File: src/rtl/gps_ca_pkg.sv
// Shared types and constants for the GPS L1 C/A code generator.
// Tap pairs follow the ICD-GPS-200 G2 phase-select assignment for PRN 1..37.
package gps_ca_pkg;

  localparam int MAX_PRN  = 37;
  localparam int CODE_LEN = 1023;

  typedef enum logic [1:0] {
    ST_IDLE = 2'd0,
    ST_RUN  = 2'd1,
    ST_DONE = 2'd2
  } state_t;

  typedef struct packed {
    logic [3:0] tap_a;
    logic [3:0] tap_b;
  } tap_pair_t;

  // One byte per PRN: upper nibble tap_a, lower nibble tap_b (G2 stage numbers 1..10).
  localparam logic [7:0] PRN_TAPS [MAX_PRN] = '{
    8'h26, 8'h37, 8'h48, 8'h59, 8'h19, 8'h2A, 8'h18, 8'h29, 8'h3A, 8'h23,
    8'h34, 8'h56, 8'h67, 8'h78, 8'h89, 8'h9A, 8'h14, 8'h25, 8'h36, 8'h47,
    8'h58, 8'h69, 8'h13, 8'h46, 8'h57, 8'h68, 8'h79, 8'h8A, 8'h16, 8'h27,
    8'h38, 8'h49, 8'h5A, 8'h4A, 8'h17, 8'h28, 8'h4A
  };

  function automatic tap_pair_t prn_taps(input logic [5:0] prn);
    return tap_pair_t'(PRN_TAPS[6'(prn - 6'd1)]);
  endfunction

endpackage

File: src/rtl/gps_ca_lfsr.sv
// G1/G2 Gold-code LFSR pair with stage 10 as output and feedback into stage 1.
// The chip is G1[10] xor the two PRN-selected G2 stages.
module gps_ca_lfsr
  import gps_ca_pkg::*;
(
  input  logic      i_clk,
  input  logic      i_rst,
  input  logic      i_load,
  input  logic      i_shift,
  input  tap_pair_t i_taps,
  output logic      o_chip,
  output logic      o_all_ones
);

  logic [10:1] r_g1;
  logic [10:1] r_g2;
  logic        w_fb1;
  logic        w_fb2;

  assign w_fb1 = r_g1[3] ^ r_g1[10];
  assign w_fb2 = r_g2[2] ^ r_g2[3] ^ r_g2[6] ^ r_g2[8] ^ r_g2[9] ^ r_g2[10];

  always_ff @(posedge i_clk) begin
    if (i_rst || i_load) begin
      r_g1 <= '1;
      r_g2 <= '1;
    end else if (i_shift) begin
      r_g1 <= {r_g1[9:1], w_fb1};
      r_g2 <= {r_g2[9:1], w_fb2};
    end
  end

  assign o_chip     = r_g1[10] ^ r_g2[i_taps.tap_a] ^ r_g2[i_taps.tap_b];
  assign o_all_ones = (&r_g1) & (&r_g2);

endmodule

File: src/rtl/gps_ca_code_gen.sv
// C/A code generator: start/capture FSM, chip capture shifter and epoch phase counter.
// state   | meaning
// IDLE    | no valid PRN latched (after reset or an illegal start); chip strobes ignored
// RUN     | capturing chips into ca_code_o
// DONE    | CA_BITS chips captured; word frozen, chip stream keeps running
module gps_ca_code_gen #(
  parameter int CA_BITS  = 13,
  parameter int CODE_LEN = 1023
) (
  input  logic               sys_clk_50,
  input  logic               sync_rst_in,
  input  logic               start_i,
  input  logic [5:0]         sv_num_i,
  input  logic               chip_en_i,
  output logic [CA_BITS-1:0] ca_code_o,
  output logic               done_o,
  output logic               err_o,
  output logic               chip_o,
  output logic               chip_vld_o,
  output logic [9:0]         code_phase_o,
  output logic               epoch_o
);
  import gps_ca_pkg::*;

  localparam int CNT_W = $clog2(CA_BITS + 1);

  state_t             r_state;
  tap_pair_t          r_taps;
  logic [CA_BITS-1:0] r_ca;
  logic [CNT_W-1:0]   r_cnt;
  logic [9:0]         r_phase;
  logic               r_done;
  logic               r_err;
  logic               r_vld;
  logic               r_epoch;

  logic w_prn_ok;
  logic w_load;
  logic w_shift;
  logic w_chip;
  logic w_all_ones;

  assign w_prn_ok = (sv_num_i >= 6'd1) && (sv_num_i <= 6'(MAX_PRN));
  assign w_load   = start_i && w_prn_ok;
  // A start in the same cycle as a strobe takes priority, so that chip is not consumed.
  assign w_shift  = chip_en_i && !start_i && (r_state != ST_IDLE);

  gps_ca_lfsr u_lfsr (
    .i_clk      (sys_clk_50),
    .i_rst      (sync_rst_in),
    .i_load     (w_load),
    .i_shift    (w_shift),
    .i_taps     (r_taps),
    .o_chip     (w_chip),
    .o_all_ones (w_all_ones)
  );

  always_ff @(posedge sys_clk_50) begin
    if (sync_rst_in) begin
      r_state <= ST_IDLE;
      r_taps  <= prn_taps(6'd1);
      r_ca    <= '0;
      r_cnt   <= '0;
      r_phase <= '0;
      r_done  <= 1'b0;
      r_err   <= 1'b0;
      r_vld   <= 1'b0;
      r_epoch <= 1'b0;
    end else begin
      r_epoch <= 1'b0;
      if (start_i) begin
        r_ca   <= '0;
        r_cnt  <= '0;
        r_done <= 1'b0;
        if (w_prn_ok) begin
          r_state <= ST_RUN;
          r_taps  <= prn_taps(sv_num_i);
          r_phase <= '0;
          r_err   <= 1'b0;
          r_vld   <= 1'b1;
        end else begin
          r_state <= ST_IDLE;
          r_err   <= 1'b1;
          r_vld   <= 1'b0;
        end
      end else if (w_shift) begin
        if (r_phase == 10'(CODE_LEN - 1)) begin
          r_phase <= '0;
          r_epoch <= 1'b1;
        end else begin
          r_phase <= r_phase + 10'd1;
        end
        if (r_state == ST_RUN) begin
          r_ca  <= CA_BITS'({r_ca, w_chip});
          r_cnt <= r_cnt + CNT_W'(1);
          if (r_cnt == CNT_W'(CA_BITS - 1)) begin
            r_state <= ST_DONE;
            r_done  <= 1'b1;
          end
        end
      end
    end
  end

  // Both registers return to all ones exactly when the 1023-chip epoch wraps.
  always_ff @(posedge sys_clk_50) begin
    if (!sync_rst_in && r_epoch) begin
      assert (w_all_ones);
    end
  end

  assign ca_code_o    = r_ca;
  assign done_o       = r_done;
  assign err_o        = r_err;
  assign chip_o       = w_chip;
  assign chip_vld_o   = r_vld;
  assign code_phase_o = r_phase;
  assign epoch_o      = r_epoch;

endmodule

File: config.mk
export PLATFORM = sky130hd
export DESIGN_NAME = gps_ca_code_gen
export DESIGN_NICKNAME = d
export VERILOG_FILES = /design/src/rtl/gps_ca_pkg.sv /design/src/rtl/gps_ca_lfsr.sv /design/src/rtl/gps_ca_code_gen.sv
export SDC_FILE = /design/constraint.sdc
export NUM_CORES = 1
export LEC_CHECK = 0
export BUFFER_PORTS_ARGS = -buffer_cell sky130_fd_sc_hd__buf_2
export CAP_MARGIN = 25
export CORE_MARGIN = 3
export CORE_UTILIZATION = 58
export DETAILED_ROUTE_END_ITERATION = 10
export PLACE_DENSITY = 0.91
export SYNTH_ARGS = -nofsm -noshare
export SYNTH_HDL_FRONTEND = slang
export SYNTH_SLANG_ARGS = --single-unit
File: constraint.sdc
create_clock -name sys_clk_50 -period 3.13 [get_ports sys_clk_50]
set_input_delay 0 -clock sys_clk_50 [delete_from_list [all_inputs] [get_ports sys_clk_50]]
set_output_delay 0 -clock sys_clk_50 [all_outputs]
set_load 0.03 [all_outputs]
# Word level (Yosys, flattened, before mapping)

Memory sizes are Yosys's and may differ from the RTL's. A register that Yosys moved wholly into a read port is not among the register bits.
Index checks and enable logic that the tools add are counted.

Register bits: 53
Bits in read-only memories: 512
Input bits: 10
Output and inout bits: 28
Word-level logic and storage cells: 65
Memories kept: 1

Memory list:

| memory           | words | bits a word | read ports | clocked after Yosys merged registers in | write ports | line             | source |
|---|---|---|---|---|---|---|---|
| (name not given) | 64    | 8           | 1          | 1                                       | 0           | gps_ca_pkg.sv:28 | `return tap_pair_t'(PRN_TAPS[6'(prn - 6'd1)]);` |

Add/sub/neg operators: 3
Magnitude comparators: 4
Eq/ne operators: 4
Muxes and demuxes: 16
Bitwise logic cells: 10
Reductions and logical operators: 17

Operators with widths:

| cell                    | number |
|---|---|
| $mux W10                | 4 |
| $add A10 B1 Y10 const B | 1 |
| $eq A10 B10 Y1 const B  | 1 |
| $lt A4 B5 Y1 const B    | 2 |
| $bmux W1 S4             | 2 |
| $mux W2                 | 4 |
| $reduce_bool A2 Y1      | 4 |
| $xor A1 B1 Y1           | 8 |
| $not A6 Y7              | 1 |
| $ge A6 B1 Y1 const B    | 1 |
| $le A6 B6 Y1 const B    | 1 |
| $mux W1                 | 6 |
| $reduce_and A2 Y1       | 3 |
| $reduce_and A3 Y1       | 2 |
| $sub A6 B1 Y6 const B   | 1 |
| $add A4 B1 Y4 const B   | 1 |
| $eq A4 B4 Y1 const B    | 1 |
| $logic_and A1 B1 Y1     | 4 |
| $reduce_or A3 Y1        | 1 |
| $eq A2 B1 Y1 const B    | 1 |
| $ne A2 B1 Y1 const B    | 1 |
| $reduce_or A2 Y1        | 1 |
| $logic_not A1 Y1        | 1 |
| $logic_or A1 B1 Y1      | 1 |
| $not A1 Y1              | 1 |

# Depth between registers and ports, before layout

Word-level depth: 5
Mapped depth: 11
Depth with buffers taken out: 9

# Cells and area by module

Synthesis repeated with hierarchy kept, for this count alone.

Cells, all modules: 412
Area, all modules: 3499.6 sq um

Modules (own cells, without submodules):

| module          | instances | cells each | area each (sq um) | seq. area each (sq um) |
|---|---|---|---|---|
| gps_ca_code_gen | 1         | 312        | 2499.9            | 820.8 |
| gps_ca_lfsr     | 1         | 100        | 999.7             | 400.4 |

# Worst setup path before layout

Ideal clock, no wire load.

Path type: input port to flip-flop
From: input sv_num_i[1]
To: register r_taps[6] (netlist name)
Setup time: 0.086 ns
Arrival: 2.225 ns
Data required time: 3.044 ns
Path slack: 0.820 ns
Stages on the path: 10
Path buffers: 2
Cells stage by stage: clkbuf_1 > inv_1 > ha_1 > ha_1 > clkbuf_1 > or2_2 > mux4_2 > nand2_1 > o21ai_0 > a211oi_1

Cells in the longest elaborated chain, start to end: 3
Elaborated cells between the ends (all ways): 6
Classes of those cells: add/sub: 1; order compare: 2; bitwise: 1; reduce/logical: 2

Ends and longest elaborated chain:

| what                                         | line                  | source |
|---|---|---|
| from (decl)                                  | gps_ca_code_gen.sv:13 | `input logic [5:0] sv_num_i,` |
| $ge A6 B1 Y1 or $le A6 B6 Y1 (tied branches) | gps_ca_code_gen.sv:43 | `assign w_prn_ok = (sv_num_i >= 6'd1) && (sv_num_i <= 6'(MAX_PRN));` |
| $logic_and A1 B1 Y1                          | gps_ca_code_gen.sv:43 |  |
| $reduce_and A2 Y1 (no source line)           | --                    |  |
| to (signal assigned)                         | gps_ca_code_gen.sv:61 | `r_taps <= prn_taps(6'd1);` |
| to (signal assigned)                         | gps_ca_code_gen.sv:77 | `r_taps <= prn_taps(sv_num_i);` |
| to (decl)                                    | gps_ca_code_gen.sv:28 | `tap_pair_t r_taps;` |

Several ways; a longest one is shown, not always the timed one.
A chain may end at the register's enable or synchronous reset.

# Worst setup path in the final report

From: input sv_num_i[0]
To: register r_taps[6] (netlist name)

Same word-level chain as after synthesis.

==> impl_metrics.ini <==
[placed_design]
io_buffers = 37
hpwl_um = 5180
place_congestion = 0.927
pre_cts_slack_ns = 0.545

[clock_tree]
cts_made_buffers = 9
clkLatencyLatePin_ns = 0.33
cts_setup_buffers = 0
path_clk_slew_ns = 0.06
clock_path_buffers = 2
numClockSinks = 61
clockRootBuffer = clkbuf_8
tritoncts = yes
ctsResizeCount = 0
hold_buffers = 0
h-tree-depth = 3

[sta]
fin_skew_ns = 0.00580
hold_violations = 0
worstMarginPinSlew_ns = 0.744
fmax_ghz = 0.430
period_minus_slack_ns = 2.32
rsz0062_at_grt = no
drv_slew = 0
setup_tns_ns = 0
maxSlewHeadroom_pct = 50.4
setup_viol = 0
worst_slack_ns = 0.805
period_share_pct = 74.3

[worst_hold_path]
hold_path.startpoint = start_i
hold-path-endpoint = err_o
whs_path_depth = 2
hp-class = primary input to flop

[critical_path]
worstSetupEndpointType = flop
crit_chain = buf_2, inv_1, ha_1, ha_1, nor2b_1, a21oi_1, mux4_2, nand2_1, o21ai_0, a211oi_1
arrival_ns = 2.57
worst_path_max_delay_cell = ha_1
critPathLaunchType = primary input
rrSetupSlack_ns = 1.33
ff2ff_path_depth = 6
cp_common_cell = ha_1
r2r-end = ca_code_o[0]
worst-path-max-fanout = 21
cp.required_ns = 3.38
cp-startpoint = sv_num_i[0]
r2r_start = r_taps[0]
path_class = primary input to flop
max_stage_delay_ns = 0.55

[detailed_routing]
ant_nets = 0
wl_um = 7550
drcViolationCount = 0
first_iter_violations = 225
routed_via_density = 6.00
via_count = 3024
post_drt_wl_per_cell_um = 15.0
firstDrtPassIters = 5

[yosys]
async_flop_share_pct = 0
syn_area_mm2 = 0.00330
synthDistinctLibCells = 56
ys.flop_type = dfxtp_1
synth-seq-area-share_pct = 37.0
netlist_instances = 402
synth_edf_count = 0
ys_warn_count = 0
avgSynthCellArea_um2 = 8.21
synth_seq_cells = 61
syn_nets = 425

[outcome]
outcome = complete, no violations

[power_and_ir_drop]
power.density_mw_per_mm2 = 516
ir_worst_vdd_mv = 0.261
p_leak_uw = 0.00156

[global_routing]
grt_usage_pct = 24.2
grt_pass1_wl_um = 12400
grt_start_max_net_pins = 25
antenna_found_initial = 0
grt_overflow = 0
first_global_vias = 2787

[floorplan]
io_pins = 38
start_util_pct = 62.2
dieWidth_um = 81.4
num_rows = 26
die_h_um = 81.4
dieArea_mm2 = 0.00663
core-area_mm2 = 0.00530

[final_layout]
layout.nets = 453
final_common_cell = nand2_1
layout-drive-gt1-share_pct = 16.1
num_antenna_cells = 0
synthToLayoutAreaGrowth_pct = 12.9
multiInputGateArea_mm2 = 0.00192
fill_cells = 410
final_cell_mix = 82 x nand2_1, 61 x dfxtp_1, 37 x buf_2, 27 x a21oi_1, 26 x nor2_1
layout.area.seq_mm2 = 0.00122

[run]
maxCapViolations = 0
==> cells by family after synthesis <==
group / share of synthesized area [%]
muxes: 4.59
buffers and inverters: 4.97
DFF: 37.0
and+or+nand+nor: 23.6
AOI/OAI and AO/OA: 18.1
xor gates and xnor gates: 6.82
adders and majority gates: 4.93
==> critical path, delay by kind of cell <==
kind	cells	cell delay [ns]
adder cells (fa/ha/maj)	2	0.83
multiplexers	1	0.47
AND/OR/NAND/NOR	2	0.43
AO/OA/AOI/OAI	3	0.42
buffers and inverters	2	0.41
==> routing by layer <==
layer  track usage [%]  wire length [um]
met5                 0                 0
met4              12.3               172
met3              5.04               401
met2              41.2              3740
met1              28.6              3240
==> Yosys cell counts, types with 3 or more instances <==
cell,number,area [um^2]
nand2_1,82,308
dfxtp_1,61,1220
a21oi_1,27,135
nor2_1,26,97.6
nand3_1,24,120
o211ai_1,14,105
clkbuf_1,13,48.8
ha_1,13,163
inv_1,13,48.8
o21ai_0,13,65.1
xor2_1,12,105
xnor2_1,10,87.6
nand2b_1,6,37.5
a31oi_1,5,31.3
buf_2,5,25.0
mux2i_1,5,50.1
nor2b_1,5,31.3
or3_1,5,31.3
a221oi_1,4,35.0
buf_6,3,33.8
mux2_2,3,33.8
mux4_2,3,67.6
nand3b_1,3,22.5
nand4_1,3,18.8
nor3_1,3,15.0
o2111ai_1,3,26.3
==> registers in the layout (all words and copies together) (netlist names) <==
name,flops
r_taps,8
u_lfsr.r_g2,10
code_phase_o,10
r_cnt,4
done_o,1
r_state,2
err_o,1
chip_vld_o,1
u_lfsr.r_g1,10
ca_code_o,13
epoch_o,1
==> through the flow <==
stage          instance area (um^2)  hold slack (ns)  power, uW  instances  utilization, %
3_5_place_dp                   3480            0.359       1080        489            65.6
4_1_cts                        3730           0.0124       1930        504            70.3
6_report                       3730           0.0221       1920        504            70.3
3_3_place_gp                   3480            0.350       1070        489            65.6
2_1_floorplan                  3300           0.0944       1020        402               -
5_1_grt                        3730           0.0401       2000        504            70.3
==> worst max path at each step <==
stage | endpoint | slack (ns) | cells after the start
detailed placement | r_taps[6] | 0.54 | 10
CTS | chip_o | 0.86 | 6
finish | r_taps[6] | 0.81 | 10
global placement | r_taps[6] | 0.66 | 9
floorplan | r_taps[6] | 0.82 | 10
global route | r_taps[6] | 0.59 | 10
==> cell type report <==
cell class / count / area share, %
repair buffers: 40 / 5.57
flip-flops and latches: 61 / 32.8
inverters: 13 / 1.31
clock inverters: 4 / 2.55
multi-input cells: 305 / 51.4
clock buffers: 11 / 4.06
well taps: 70 / 2.35
==> power by group <==
part	internal, uW	switching [uW]	total (uW)	leakage (uW)
registers	794	19.5	813	0.000495
clock network	566	289	856	0.000125
logic	96.3	159	255	0.000935
(Power assumes the default switching activity.)
